==> config.mk <==
export PLATFORM = sky130hd
export DESIGN_NAME = pipelined_addsub_flat
export DESIGN_NICKNAME = d
export VERILOG_FILES = /design/src/rtl/pipelined_addsub_pkg.sv /design/src/rtl/pipelined_addsub_if.sv /design/src/rtl/pipelined_addsub_chunk.sv /design/src/rtl/pipelined_addsub.sv /design/src/flat_wrapper.sv
export SDC_FILE = /design/constraint.sdc
export NUM_CORES = 1
export LEC_CHECK = 0
export CORE_MARGIN = 2
export CORE_UTILIZATION = 60
export DETAILED_ROUTE_END_ITERATION = 10
export GPL_ROUTABILITY_DRIVEN = 0
export PLACE_DENSITY = 0.94
export SKIP_LAST_GASP = 1
export SLEW_MARGIN = 20
export SYNTH_ARGS = -nofsm -noshare
export SYNTH_HDL_FRONTEND = slang
export SYNTH_HIERARCHICAL = 1
export SYNTH_SLANG_ARGS = --single-unit
==> constraint.sdc <==
create_clock -name clk -period 8.5 [get_ports clk]
set_input_delay 2.125 -clock clk [delete_from_list [all_inputs] [get_ports clk]]
set_output_delay 2.125 -clock clk [all_outputs]
set_load 0.02 [all_outputs]
==> src/rtl/pipelined_addsub_pkg.sv <==
// Shared types and helpers for the pipelined adder/subtractor.
// Chunk width and parameter sanity are derived here.
package addsub_pkg;

    typedef enum logic {
        OP_ADD = 1'b0,
        OP_SUB = 1'b1
    } op_e;

    function automatic int chunk_w(input int n, input int stages);
        return n / stages;
    endfunction

    function automatic bit chunk_ok(input int n, input int stages);
        return (stages >= 1) && (stages <= n) && (n % stages == 0);
    endfunction

endpackage

==> src/rtl/pipelined_addsub_if.sv <==
// Operand and result valid/ready bundle for pipelined_addsub.
// master drives operands and consumes results; slave is the block.
interface pipelined_addsub_if #(
    parameter int N = 32
);

    logic         in_valid;
    logic         in_ready;
    logic [N-1:0] a;
    logic [N-1:0] b;
    logic         cin;
    logic         sub;
    logic         out_valid;
    logic         out_ready;
    logic [N-1:0] s;
    logic         cout;
    logic         ovf;

    modport master (
        output in_valid, a, b, cin, sub, out_ready,
        input  in_ready, out_valid, s, cout, ovf
    );

    modport slave (
        input  in_valid, a, b, cin, sub, out_ready,
        output in_ready, out_valid, s, cout, ovf
    );

endinterface

==> src/rtl/pipelined_addsub_chunk.sv <==
// One registered W-bit slice of the adder; carry-out is registered
// together with the sum so the next slice sees it one edge later.
module addsub_chunk #(
    parameter int W = 8
) (
    input  logic         clk,
    input  logic         rst,
    input  logic         en,
    input  logic [W-1:0] x,
    input  logic [W-1:0] y,
    input  logic         ci,
    output logic [W-1:0] sum,
    output logic         co
);

    logic [W:0] t;

    assign t = {1'b0, x} + {1'b0, y} + {{W{1'b0}}, ci};

    always_ff @(posedge clk) begin
        if (rst) begin
            sum <= '0;
            co  <= 1'b0;
        end else if (en) begin
            sum <= t[W-1:0];
            co  <= t[W];
        end
    end

endmodule

==> src/rtl/pipelined_addsub.sv <==
// N-bit add/subtract split into STAGES registered chunks, with
// operand skew, result deskew and a stall-on-backpressure pipe.
module pipelined_addsub
    import addsub_pkg::*;
#(
    parameter int N      = 32,
    parameter int STAGES = 4
) (
    input  logic clk,
    input  logic rst,
    pipelined_addsub_if.slave io
);

    localparam int W = chunk_w(N, STAGES);

    if (!chunk_ok(N, STAGES)) begin : g_chk
        $error("pipelined_addsub: N must be a multiple of STAGES");
    end

    logic              en;
    op_e               op;
    logic [N-1:0]      bx;
    logic [STAGES:0]   c;
    logic [STAGES-1:0] v;
    logic [N-1:0]      s_w;
    logic              ovf_w;

    // The whole pipe moves together; only a held result blocks it.
    assign en = ~v[STAGES-1] | io.out_ready;

    assign op   = op_e'(io.sub);
    assign bx   = (op == OP_SUB) ? ~io.b : io.b;
    assign c[0] = (op == OP_SUB) ? ~io.cin : io.cin;

    assign io.in_ready  = en;
    assign io.out_valid = v[STAGES-1];
    assign io.s         = s_w;
    assign io.cout      = c[STAGES];
    assign io.ovf       = ovf_w;

    always_ff @(posedge clk) begin
        if (rst) begin
            v <= '0;
        end else if (en) begin
            v[0] <= io.in_valid;
            for (int i = 1; i < STAGES; i++) begin
                v[i] <= v[i-1];
            end
        end
    end

    for (genvar k = 0; k < STAGES; k++) begin : g_st
        localparam int D = STAGES - 1 - k;

        logic [W-1:0] xk;
        logic [W-1:0] yk;
        logic [W-1:0] sk;

        if (k == 0) begin : g_in
            assign xk = io.a[k*W +: W];
            assign yk = bx[k*W +: W];
        end else begin : g_skew
            logic [W-1:0] xr [k];
            logic [W-1:0] yr [k];

            always_ff @(posedge clk) begin
                if (rst) begin
                    for (int i = 0; i < k; i++) begin
                        xr[i] <= '0;
                        yr[i] <= '0;
                    end
                end else if (en) begin
                    xr[0] <= io.a[k*W +: W];
                    yr[0] <= bx[k*W +: W];
                    for (int i = 1; i < k; i++) begin
                        xr[i] <= xr[i-1];
                        yr[i] <= yr[i-1];
                    end
                end
            end

            assign xk = xr[k-1];
            assign yk = yr[k-1];
        end

        addsub_chunk #(
            .W(W)
        ) u_chunk (
            .clk(clk),
            .rst(rst),
            .en(en),
            .x(xk),
            .y(yk),
            .ci(c[k]),
            .sum(sk),
            .co(c[k+1])
        );

        if (D == 0) begin : g_out
            assign s_w[k*W +: W] = sk;
        end else begin : g_deskew
            logic [W-1:0] dr [D];

            always_ff @(posedge clk) begin
                if (rst) begin
                    for (int i = 0; i < D; i++) begin
                        dr[i] <= '0;
                    end
                end else if (en) begin
                    dr[0] <= sk;
                    for (int i = 1; i < D; i++) begin
                        dr[i] <= dr[i-1];
                    end
                end
            end

            assign s_w[k*W +: W] = dr[D-1];
        end

        // Operand signs travel with the top chunk and land beside its sum.
        if (k == STAGES - 1) begin : g_ovf
            logic as_q;
            logic bs_q;

            always_ff @(posedge clk) begin
                if (rst) begin
                    as_q <= 1'b0;
                    bs_q <= 1'b0;
                end else if (en) begin
                    as_q <= xk[W-1];
                    bs_q <= yk[W-1];
                end
            end

            assign ovf_w = (as_q == bs_q) && (sk[W-1] != as_q);
        end
    end

endmodule

==> src/flat_wrapper.sv <==
// flat-port wrapper written by rule: the top's interface ports become plain ports
module pipelined_addsub_flat import addsub_pkg::*;
#(
    parameter int N      = 32,
    parameter int STAGES = 4
)
  (clk, rst, io_in_valid, io_a, io_b, io_cin, io_sub, io_out_ready, io_in_ready, io_out_valid, io_s, io_cout, io_ovf);
  pipelined_addsub_if #(.N(N)) io_i ();
  input  logic clk;
  input  logic rst;
  input wire logic [$bits(io_i.in_valid)-1:0] io_in_valid;
  input wire logic [$bits(io_i.a)-1:0] io_a;
  input wire logic [$bits(io_i.b)-1:0] io_b;
  input wire logic [$bits(io_i.cin)-1:0] io_cin;
  input wire logic [$bits(io_i.sub)-1:0] io_sub;
  input wire logic [$bits(io_i.out_ready)-1:0] io_out_ready;
  output wire logic [$bits(io_i.in_ready)-1:0] io_in_ready;
  output wire logic [$bits(io_i.out_valid)-1:0] io_out_valid;
  output wire logic [$bits(io_i.s)-1:0] io_s;
  output wire logic [$bits(io_i.cout)-1:0] io_cout;
  output wire logic [$bits(io_i.ovf)-1:0] io_ovf;
  assign io_i.in_valid = io_in_valid;
  assign io_i.a = io_a;
  assign io_i.b = io_b;
  assign io_i.cin = io_cin;
  assign io_i.sub = io_sub;
  assign io_i.out_ready = io_out_ready;
  assign io_in_ready = io_i.in_ready;
  assign io_out_valid = io_i.out_valid;
  assign io_s = io_i.s;
  assign io_cout = io_i.cout;
  assign io_ovf = io_i.ovf;
  pipelined_addsub #(.N(N), .STAGES(STAGES)) u_core (.clk(clk), .rst(rst), .io(io_i));
endmodule
* Word level (Yosys, flattened, before mapping) *
Memories as Yosys holds them, arrays and structs flattened.
Index checks and enable logic that the tools add are counted.

storage, ports and cells
  register bits = 42
  RAM bits = 144
  input bits = 70
  word-level logic and storage cells = 81
  memories kept = 9

cells by class
  add/sub/neg operators = 8
  equality and inequality tests = 2
  multiplexer cells = 28
  bitwise gates (word level) = 19
  reductions and logical operators = 4

memory list
  name                        words  width  read ports  clocked after memory_dff  write ports  RTL line                 RTL
  u_core.g_st[0].g_deskew.dr  3      8      3           0                         3            pipelined_addsub.sv:102  logic [W-1:0] dr [D];
  u_core.g_st[3].g_skew.xr    3      8      3           0                         3            pipelined_addsub.sv:63   logic [W-1:0] xr [k];
  u_core.g_st[3].g_skew.yr    3      8      3           0                         3            pipelined_addsub.sv:64   logic [W-1:0] yr [k];
  u_core.g_st[1].g_deskew.dr  2      8      2           0                         2            pipelined_addsub.sv:102
  u_core.g_st[2].g_skew.xr    2      8      2           0                         2            pipelined_addsub.sv:63
  u_core.g_st[2].g_skew.yr    2      8      2           0                         2            pipelined_addsub.sv:64
  3 more memories             -      -      -           -                         -            -

operator list
  operator               count
  2-to-1 mux 8 bit       18
  adder 8 x 8 -> 9 bit   4
  adder 9 x 1 -> 9 bit   4
  2-to-1 mux 32 bit      1
  NOT 32 bit             1
  OR reduction 8 bit     3
  bitwise OR 1 bit       16
  2-to-1 mux 1 bit       9
  NOT 1 bit              2
  == test 1 bit          1
  logical AND 1 bit      1
  inequality test 1 bit  1

* Logic depth before layout (Yosys ltp) *
Gate-level depths: netlist of run 1.

  depth after elaboration = 7
  gate-level depth with buffers = 9

* Hierarchy *
The synthesis of run 1 kept the hierarchy.

modules (own cells, without submodules)
  module                                      instances  cells each  area each (um^2)  sequential area each (um^2)
  pipelined_addsub                            1          402         6814.0            4444.3
  addsub_chunk at u_core.g_st[1].u_chunk ...  2          69          663.1             180.2
  addsub_chunk at u_core.g_st[3].u_chunk      1          77          695.7             180.2
  addsub_chunk at u_core.g_st[0].u_chunk      1          69          661.9             180.2

* Worst setup path before layout of run 1 *
No wires, ideal clock.

  path type = input to register
  from = input rst
  to = memory u_core.g_st[0].g_deskew.dr[0][0], enable pin
  setup time = 0.529 ns
  arrival time = 5.973 ns
  setup slack = 1.998 ns
  cell stages on the path = 3
  path through = buf_2 buf_2 nand2b_1

RTL lines
  element          RTL line                 RTL
  start, declared  flat_wrapper.sv:10       input logic rst;
  end, declared    pipelined_addsub.sv:102

* Worst setup path in the final report of run 1 *
  from = input io_out_ready
  to = output io_in_ready

between the ends
  longest elaborated chain between the ends = 1

ends and longest elaborated chain
  element           RTL line                RTL
  start, declared   flat_wrapper.sv:16      input wire logic [$bits(io_i.out_ready)-1:0] io_out_ready;
  bitwise OR 1 bit  pipelined_addsub.sv:29  assign en = ~v[STAGES-1] | io.out_ready;
  end, declared     flat_wrapper.sv:17      output wire logic [$bits(io_i.in_ready)-1:0] io_in_ready;

No other way between the ends.

==> results, run 1 <==
- The placement-stage worst setup slack is 2.95 ns.
- The power per unit of standard cell area is 194 nW/µm².
- The buffer cell driving the clock tree root is sky130_fd_sc_hd__clkbuf_16.
- The number of endpoints with negative hold slack in the final report was 0.
- After synthesis, the mean cell area works out to 13.8 µm².
- Port buffering added 105 buffers.
- IR analysis of the VDD net gives a maximum drop of 0.162 mV.
- The starting utilization of the core area is 0.620.
- The setup path with the least slack is of type primary input to primary output.
- Of all flip-flops after synthesis, the portion carrying an async set or reset was 0.
- Across every metal layer, demand over resource in global routing totals 0.203.
- The clock passes through at most 2 buffers.
- The run finished with clean final reports.
- The vertical die dimension is 130 µm.
- The detail route stage leaves a number of antenna-violating nets equal to 0.
- The die is 130 µm wide.
- The total of hold buffers inserted after clock tree synthesis is 0.
- Synthesis produced a netlist with a net count of 792.
- The number of buffers and inverters on the critical path is 3.
- The ratio of routed vias to standard cells is 5.65.
- For this run, the register share of the synthesized area comes to 0.544.
- The area growth from synthesis to layout is 16.2%.
- The worst setup path is captured at a primary output.
- The first global-routing pass estimated 26500 µm of wire.
- The upper clock frequency limit is 181 MHz.
- The mapped netlist covers 9500 µm².
- After clock tree synthesis, the clock-pin slew on the worst setup and hold paths is 0.07 ns.
- The initial DRC count is 442.
- Including well taps, the total number of placed cells is 945.
- The classification of the worst-slack hold path is flip-flop to flip-flop.
- For this run, the slowest stage of the critical path takes 0.59 ns.
- The total area inside the core boundary comes to 15300 µm².
- The largest fanout on the critical path is 4.
- Among all flip-flop cells after synthesis, the most frequent one is sky130_fd_sc_hd__edfxtp_1.
- The worst clock skew is 0.00768 ns.
- By instance count, the cell type seen most on the critical path is sky130_fd_sc_hd__clkdlybuf4s50_1.
- The clock latency on the worst-skew pair is 0.43 ns.
- In the final routed layout, each cell accounts on average for 16.8 µm.
- The CTS tree is done.
- Setup violations remaining at the end of the flow were counted as 0.
- The reported leakage power is 4.20 nW.
- The total number of clock tree sinks is 186.
- The most common library cell in the layout ignoring fill and taps is sky130_fd_sc_hd__edfxtp_1.
- Entering global routing, the biggest net connects 149 pins.
- After filler insertion, the fill cell instance count of the layout stands at 1004.
- The setup TNS after final layout is 0 ns.
- The global route total overflow is 0.
- Setup repair after global routing left no endpoint under its margin.
- The number of top-level design ports is 106.
- The required time at the endpoint of the critical path is 6.38 ns.
- TritonCTS created 17 clock buffers.
- The signal on the critical path passes through clkdlybuf4s50_1, nor2b_4, inv_2, clkdlybuf4s50_1.
- The length of the first detailed-routing pass in iterations is 5.
- The area of the multi-input gates is 3840 µm².
- The die covers 16900 µm².
- The synthesized netlist contains 47 unique library cells.
- The slack of the critical path is 2.97 ns.
- In the final layout, the share of cells above drive strength 1 is 0.218.
- For this run, the post-layout net count is 859.
- The total via count after detailed routing is 5518.
- Hold is met by 0.472 ns.
- The register bit total from synthesis is 186.
- The diode insertion count for antenna repair is 0.
- The max-slew violation count is 0.
- The number of antenna violations at the first check in global routing came to 0.
- The post-route minimum period is 5.53 ns.
- Counting flops with a built-in enable in the synthesized netlist gives 144.
- The total of max-cap violations is 0.
- Once detailed placement completed, the half-perimeter wirelength came to 10000 µm.
- The kind of cell with the highest combined delay along the critical path is buffers and inverters.
- The post-cts gate resize count is 0.
- Leaving out fill and tap cells, the most frequent cells in the layout are sky130_fd_sc_hd__edfxtp_1 (144), sky130_fd_sc_hd__clkdlybuf4s50_1 (103), sky130_fd_sc_hd__nor3b_2 (91).
- The sequential cells in the finished layout cover a total of 5160 µm².
- For this run, design rule violations remaining after detail routing come to 0.
- The synthesized instance count is 686.
- After floorplanning, the core was divided into 45 placement rows.
- Data on the critical path arrives at its endpoint at 3.41 ns.
- The startpoint class of the critical path is a primary input.
- The via count of the first global-routing pass is 5448.
- Post-CTS timing repair inserted 0 buffers for setup.
- The aggregate routed wire length is 16400 µm.
- Measured against its own limit, the worst slew margin works out to 0.338.
- The finished layout holds 977 standard cells, fillers aside.
- The share of the clock period used by the worst path is 0.651.
- At the pin with the least slew margin, the transition time is 0.993 ns.
- The maximum level of the CTS H-tree is 4.
- The master of the slowest instance on the critical path is sky130_fd_sc_hd__clkdlybuf4s50_1.
- The total of warnings raised by yosys is 6.
routing by layer:
metal | global-route usage | vias up | part of all wire
li1 | - | 2666 | -
met1 | 0.239 | 2661 | 0.40
met2 | 0.362 | 159 | 0.53
met3 | 0.0410 | 32 | 0.044
met4 | 0.0867 | 0 | 0.022
met5 | 0 | - | 0
synthesized netlist by cell type, types with 13 or more instances:
master	number	area, µm²
sky130_fd_sc_hd__nand2b_1	13	81.3
sky130_fd_sc_hd__ha_1	28	350
sky130_fd_sc_hd__nor3b_2	91	1140
sky130_fd_sc_hd__edfxtp_1	144	4320
sky130_fd_sc_hd__buf_2	26	130
sky130_fd_sc_hd__a21oi_1	24	120
sky130_fd_sc_hd__nand2_1	22	82.6
sky130_fd_sc_hd__nor3_1	18	90.1
sky130_fd_sc_hd__o21ai_0	13	65.1
sky130_fd_sc_hd__nor2_1	19	71.3
sky130_fd_sc_hd__buf_6	15	169
sky130_fd_sc_hd__a211oi_1	14	105
sky130_fd_sc_hd__buf_4	20	150
sky130_fd_sc_hd__nor3b_1	32	240
sky130_fd_sc_hd__xnor2_1	40	350
sky130_fd_sc_hd__dfxtp_1	42	841
power by group:
group	total, mW	internal [mW]	leakage, nW	switching [mW]
Clock	0.811	0.487	0.280	0.323
Sequential	1.07	1.04	2.06	0.0248
Combinational	0.266	0.141	1.86	0.125
Total	2.15	1.67	4.20	0.474
per-stage QoR:
| stage | util | instance area [µm²] | total power, mW |
|---|---|---|---|
| 2_1_floorplan | - | 9500 | 1.27 |
| 3_3_place_gp | 0.679 | 10400 | 1.34 |
| 3_5_place_dp | 0.681 | 10400 | 1.35 |
| 4_1_cts | 0.721 | 11000 | 2.16 |
| 5_1_grt | 0.721 | 11000 | 2.22 |
| 6_report | 0.721 | 11000 | 2.15 |
registers in the layout (all words and copies together), names as in the netlist:
name and flops:
u_core/g_st.g_deskew.dr 48, u_core/g_st.g_ovf.as_q 1, u_core/g_st.g_ovf.bs_q 1, u_core/g_st.g_skew.xr 48, u_core/g_st.g_skew.yr 48, u_core/g_st.u_chunk/co 4, u_core/g_st.u_chunk/sum 32, u_core/v 4
cell type report:
cell class / count / area share
inverters: 11 / 0.00374
repair buffers: 110 / 0.101
multi-input cells: 427 / 0.348
flip-flops and latches: 186 / 0.468
clock buffers: 18 / 0.0389
well taps: 211 / 0.0239
clock inverters: 14 / 0.0162
cell families after synthesis:
kind of cell | synth area share
muxes | 0.0212
buffers and inverters | 0.0524
adders and majority gates | 0.0537
and+or+nand+nor | 0.203
xor gates and xnor gates | 0.0452
DFF | 0.544
AOI/OAI and AO/OA | 0.0804
tightest hold or removal path: cells and delay by family, from the launching register on:
kind | cells | cell delay, ns
AOI/OAI and AO/OA | 1 | 0.05
DFF | 1 | 0.32
buffers and inverters | 1 | 0.05
path summary, 6_finish.rpt:
kind                                   start                                end  slack (ns)  cells after the start
worst min register to register   u_core/v[2]                        u_core/v[3]        0.47                      2
worst max register to register   u_core/v[3]  u_core/g_st[0].g_deskew.dr[0][12]        5.54                      5
worst max-delay path            io_out_ready                        io_in_ready        2.97                      4
worst min-delay path             u_core/v[2]                        u_core/v[3]        0.47                      2
Power figures use the tool's default switching activity.
==> run 2, diff against run 1 <==
--- a/config.mk
+++ b/config.mk
@@ -6,10 +6,10 @@
 export NUM_CORES = 1
 export LEC_CHECK = 0
 export CORE_MARGIN = 2
-export CORE_UTILIZATION = 60
+export CORE_UTILIZATION = 51
 export DETAILED_ROUTE_END_ITERATION = 10
 export GPL_ROUTABILITY_DRIVEN = 0
-export PLACE_DENSITY = 0.94
+export PLACE_DENSITY = 0.86
 export SKIP_LAST_GASP = 1
 export SLEW_MARGIN = 20
 export SYNTH_ARGS = -nofsm -noshare
==> constraint.sdc (replaced) <==
create_clock -name clk -period 4.7 [get_ports clk]
set_input_delay 1.175 -clock clk [delete_from_list [all_inputs] [get_ports clk]]
set_output_delay 1.175 -clock clk [all_outputs]
set_load 0.02 [all_outputs]
==> results, run 2 (same netlist as run 1, synthesis figures left out) <==
- The vertical die dimension is 140 µm.
- The library cell used most frequently in the layout, excluding fill and tap cells, is sky130_fd_sc_hd__edfxtp_1.
- The via count of the first global-routing pass was 5331.
- The reported leakage power is 4.18 nW.
- The total of hold buffers inserted after clock tree synthesis is 0.
- At the worst endpoint, the required time is 3.52 ns.
- After detailed routing, the average wire length per cell comes to 15.4 µm.
- For this design the total switching power over the nets is 0.868 mW.
- The clock latency on the worst-skew pair is 0.42 ns.
- STA puts the critical path data arrival time at 2.45 ns.
- The number of nets in the final layout is 860.
- After detailed routing, the number of remaining DRC violations is 0.
- The final-layout worst hold slack is 0.453 ns.
- The die covers 19700 µm².
- The cell family contributing the most delay on the critical path is buffers and inverters.
- The part of the power in combinational logic is 0.128.
- The placement-stage worst setup slack is 0.878 ns.
- The startpoint class of the critical path is a primary input.
- From synthesis to final layout, the design area changed by 15.9%.
- The initial DRC count is 234.
- The starting utilization of the core area is 0.523.
- The first global-routing pass estimated 25600 µm of wire.
- The delay of the slowest cell on the worst path is 0.59 ns.
- The clock slew seen by the registers of the worst setup and hold paths is 0.07 ns.
- The total number of clock tree sinks is 186.
- The upper clock frequency limit is 276 MHz.
- The setup TNS after final layout is 0 ns.
- The worst pin sits at a relative slew slack of 0.401.
- The min-delay analysis places its worst path in the category flip-flop to flip-flop.
- The count of port buffers added during placement is 105.
- After filler insertion, the fill cell instance count of the layout stands at 1441.
- In the layout the commonest cells are sky130_fd_sc_hd__edfxtp_1 (144), sky130_fd_sc_hd__clkdlybuf4s50_1 (103), sky130_fd_sc_hd__nor3b_2 (91).
- Summing all non-filler instances in the final layout gives an area of 11000 µm².
- The ratio of routed vias to standard cells is 5.37.
- Clock skew on the completed layout was measured at 0.00921 ns.
- The cell type with the highest occurrence count on the critical path is sky130_fd_sc_hd__clkdlybuf4s50_1.
- The max-slew violation count came to 0.
- The endpoint kind of the worst setup timing path is a primary output.
- The number of buffers and inverters on the critical path is 3.
- IR analysis of the VDD net gives a maximum drop of 0.242 mV.
- The transition at the pin with the smallest max-transition slack is 0.898 ns.
- The first detailed-routing pass ran for 4 iterations.
- In the final layout, the share of cells above drive strength 1 is 0.219.
- The number of antenna diodes in the final layout is 0.
- The total via count after detailed routing is 5345.
- Of the total power, the clock network draws 0.352.
- Setup repair after global routing left no endpoint under its margin.
- The number of top-level design ports is 106.
- The total of max-cap violations is 0.
- The largest registers in the layout are u_core/g_st.g_deskew.dr (48), u_core/g_st.g_skew.xr (48), u_core/g_st.g_skew.yr (48).
- The sum of net half-perimeters after detailed placement is 9750 µm.
- The aggregate routed wire length is 15400 µm.
- The number of rows in the core area is 49.
- The number of setup buffers added after CTS is 0.
- The area of the placeable core is 18100 µm².
- The total CTS buffers is 17.
- In this run the power density over the cells is 337 nW/µm².
- After clock tree synthesis, the repair step resized 0 gates.
- Of all nets on the critical path, the largest fanout is 4.
- Of the total power, the share spent switching nets is 0.234.
- The total overflow left after global routing is 0.
- Among all stages on the critical path, the largest delay is contributed by sky130_fd_sc_hd__clkdlybuf4s50_1.
- The number of endpoints with negative hold slack in the final report is 0.
- The placed cell area is 10500 µm².
- The maximum level of the CTS H-tree is 4.
- The slack of the critical path is 1.07 ns.
- The buffer cell driving the clock tree root is sky130_fd_sc_hd__clkbuf_16.
- The signal on the critical path passes through clkdlybuf4s50_1, nor2b_4, inv_2, clkdlybuf4s50_1.
- The smallest clock period supported by the final layout is computed as 3.63 ns.
- The clock passes through at most 2 buffers.
- TritonCTS built the clock tree.
- The number of endpoints failing setup at the final stage is 0.
- The total power is 3.71 mW.
- The total routing resource utilization after global routing is 0.162.
- The run finished with clean final reports.
- The number of antenna violations at the first check in global routing is 1.
- The floorplan step set the die width to 140 µm.
- The cell internal power dissipation is 2.84 mW.
- Of the total power, registers draw 0.520.
- The class of the most critical setup path is primary input to primary output.
- Dividing the final minimum period by the clock period gives 0.772.
- Once detail routing completed, the nets flagged for antenna violations numbered 0.
- The largest net degree at the start of global routing is 149.
[run 2: cell type report]
cell class / instances / area (µm²) / area share
sequential: 186 / 5160 / 0.469
clock inverter: 12 / 90.1 / 0.00819
tap: 229 / 287 / 0.0260
timing repair buffer: 111 / 1130 / 0.103
multi-input combinational: 427 / 3840 / 0.349
inverter: 11 / 41.3 / 0.00375
clock buffer: 20 / 447 / 0.0406
[run 2: path summary, 6_finish.rpt]
path | from | endpoint | slack (ns) | depth (start not counted)
worst max-delay path | io_out_ready | io_in_ready | 1.07 | 4
worst min-delay path | u_core/v[2] | u_core/v[3] | 0.45 | 2
worst max register to register | u_core/v[3] | u_core/g_st[2].g_skew.xr[0][4] | 2.17 | 4
worst min register to register | u_core/v[2] | u_core/v[3] | 0.45 | 2
[run 2: power groups by stage]
stage	clock [mW]	combinational (mW)	sequential, mW
finish	1.30	0.474	1.93
global route	1.40	0.522	1.94
CTS	1.34	0.479	1.93
detailed placement	0	0.477	1.96
global placement	0	0.464	1.96
floorplan	0	0.341	1.96
[run 2: metrics by stage]
step / instances / util
5_1_grt: 996 / 0.606
4_1_cts: 996 / 0.606
3_5_place_dp: 964 / 0.577
3_3_place_gp: 964 / 0.577
6_report: 996 / 0.606
2_1_floorplan: 686 / -
[run 2: worst reg2reg max path, cell delays in order (launching register included)]
cell and delay, ns:
sky130_fd_sc_hd__dfxtp_1 0.40, sky130_fd_sc_hd__nor2b_4 0.21, sky130_fd_sc_hd__buf_12 0.61, sky130_fd_sc_hd__nand2b_4 0.55
sky130_fd_sc_hd__buf_4 0.45
[run 2: metal layers]
metal / vias up / GRT usage / share of wire
met3: 23 / 0.0345 / 0.030
met2: 95 / 0.286 / 0.53
li1: 2669 / - / -
met4: 2 / 0.0563 / 0.016
met5: - / 0 / 0.00085
met1: 2556 / 0.199 / 0.42
==> run 3, diff against run 2 <==
==> constraint.sdc (replaced) <==
create_clock -name clk -period 2.98 [get_ports clk]
set_input_delay 0.745 -clock clk [delete_from_list [all_inputs] [get_ports clk]]
set_output_delay 0.745 -clock clk [all_outputs]
set_load 0.02 [all_outputs]
==> results, run 3 (same netlist as run 1, synthesis figures left out) <==
- In this run, the number of DRC markers left after iteration 0 of detailed routing was 313.
- The class of the most critical setup path is primary input to primary output.
- The fraction of final layout cells sized beyond drive strength 1 is 0.228.
- The clock latency on the worst-skew pair is 0.42 ns.
- The buffer cell driving the clock tree root is sky130_fd_sc_hd__clkbuf_16.
- The post-route minimum period is 2.80 ns.
- The proportion of total power due to net switching is 0.226.
- The initialized floorplan defines 49 standard-cell rows.
- The net count of the finished layout is 868.
- For this run the aggregate overflow at the end of global routing stands at 0.
- Counting along the longest clock path gives a buffer depth of 2.
- The total routing resource utilization after global routing is 0.166.
- Internal power comes to 4.63 mW.
- The total CTS buffers is 17.
- Setup repair after global routing left no endpoint under its margin.
- For this run, global-route usage on met3 was measured as 0.0376.
- The startpoint class of the critical path is a primary input.
- The setup TNS after final layout is 0 ns.
- The vertical die dimension is 140 µm.
- The total of hold buffers inserted after clock tree synthesis is 0.
- The wire length of the first global-routing pass is 26000 µm.
- For this design the top-level I/O count stands at 106.
- The length of the first detailed-routing pass in iterations is 4.
- The worst setup path is captured at a primary output.
- The met2 global-route usage is 0.286.
- The ratio of routed vias to standard cells is 5.42.
- In the final layout, the registers with the most flip-flops are u_core/g_st.g_deskew.dr (48), u_core/g_st.g_skew.xr (48), u_core/g_st.g_skew.yr (48).
- Of the total power, the clock network draws 0.364.
- The number of endpoints with negative hold slack in the final report is 0.
- The met1 routing resource usage after global routing is 0.204.
- The worst IR drop on VDD is 0.410 mV.
- The classification of the worst-slack hold path is flip-flop to flip-flop.
- Clock-pin slew was measured on the worst setup and hold paths at 0.06 ns.
- After detailed routing, the total wire length is 15800 µm.
- Detailed placement ended at an HPWL of 10200 µm.
- The library cell used most frequently in the layout, excluding fill and tap cells, is sky130_fd_sc_hd__edfxtp_1.
- The part of the power in combinational logic is 0.127.
- The top cell types in the final layout, fill and taps aside, are sky130_fd_sc_hd__edfxtp_1 (144), sky130_fd_sc_hd__clkdlybuf4s50_1 (103), sky130_fd_sc_hd__nor3b_2 (91).
- STA puts the critical path data required time at 2.24 ns.
- For this design the static power due to leakage is 4.27 nW.
- For the pin with the worst max-slew slack, the measured transition is 0.630 ns.
- The tightest hold path in the finished design has a slack of 0.459 ns.
- The largest fanout on the critical path is 4.
- The most heavily used metal layer in global routing is met2.
- The number of antenna violations at the first check in global routing is 1.
- For this configuration, the core starts out at a cell density of 0.523.
- Derived from the worst setup path, the maximum achievable clock frequency is 358 MHz.
- The post-cts gate resize count is 0.
- The total via count after detailed routing is 5447.
- In this run the standard cell core region covers 18100 µm².
- In this run the number of H-tree levels came out at 4.
- After clock tree synthesis, the setup repair step added 0 buffers.
- In this run the power density over the cells is 536 nW/µm².
- For this design the total switching power over the nets is 1.35 mW.
- The share of the clock period used by the worst path is 0.939.
- The final routed wire length divided by cell count is 15.7 µm.
- The run finished with clean final reports.
- The via count of the first global-routing pass is 5366.
- The max-slew violation count was 0.
- Setup violations remaining at the end of the flow were counted as 0.
- The total of max-cap violations is 0.
- The sequential cell fraction of total power is 0.508.
- Once detail routing completed, the nets flagged for antenna violations numbered 0.
- The data arrival time of the worst path is 2.05 ns.
- For this design, the sink count on the clock tree is 186.
- The worst clock skew is 0.00926 ns.
- The die is 140 µm wide.
- TritonCTS built the clock tree.
- Port buffering added 105 buffers.
- The floorplan die area is 19700 µm².
- The area growth from synthesis to layout is 17.5%.
- The remaining routing DRC violations is 0.
- The worst pin sits at a relative slew slack of 0.580.
- Entering global routing, the biggest net connects 96 pins.
- The filler cells instantiated in the layout total 1390.
## run 3: cell types whose count changed in the layout (fill, tap and decap cells not counted), sizes merged
cell	before	now
buf	7	15
clkbuf	21	26
clkinv	7	2
diode	0	1
## run 3: cell type report
type	count	area (µm²)	share of cell area
antenna	1	2.50	0.000224
inverter	11	41.3	0.00370
clock inverter	7	51.3	0.00460
timing repair buffer	119	1240	0.111
clock buffer	25	528	0.0473
sequential	186	5160	0.463
multi-input combinational	427	3840	0.344
tap	229	287	0.0257
## run 3: metal layers
metal  vias to the layer above  wire (µm)
met2                        99       8310
met1                      2640       6730
li1                       2694          -
met4                         0        240
met3                        14        486
met5                         -          0
## run 3: stage by stage
step | std cells | util | setup WS [ns] | power, mW | cell area, µm²
after global routing | 1005 | 0.615 | 0.140 | 6.24 | 11200
final | 1005 | 0.615 | 0.183 | 5.99 | 11200
after floorplan | 686 | - | 0.184 | 3.63 | 9510
after global placement | 972 | 0.583 | 0.0592 | 3.84 | 10600
after CTS | 1004 | 0.615 | 0.171 | 6.05 | 11200
after detailed placement | 972 | 0.583 | 0.00970 | 3.87 | 10600
## run 3: worst paths after layout
path	start	endpoint	slack, ns	depth (start not counted)
setup / recovery	io_out_ready	io_in_ready	0.18	4
hold / removal	u_core/v[2]	u_core/v[3]	0.46	2
setup reg to reg	u_core/g_st[2].g_skew.yr[0][8]	u_core/g_st[2].u_chunk/sum[6]	0.88	6
hold reg to reg	u_core/v[2]	u_core/v[3]	0.46	2
## run 3: worst max-delay path: stages
cell and delay [ns]:
sky130_fd_sc_hd__clkdlybuf4s50_1 0.57, sky130_fd_sc_hd__nor2b_4 0.06, sky130_fd_sc_hd__inv_2 0.08, sky130_fd_sc_hd__clkdlybuf4s50_1 0.60
## run 3: power by group through the flow
stage          Clock [mW]  Sequential [mW]  Combinational [mW]
5_1_grt              2.34             3.06               0.833
6_report             2.18             3.04               0.762
2_1_floorplan           0             3.09               0.538
3_3_place_gp            0             3.09               0.742
3_5_place_dp            0             3.10               0.767
4_1_cts              2.24             3.04               0.770
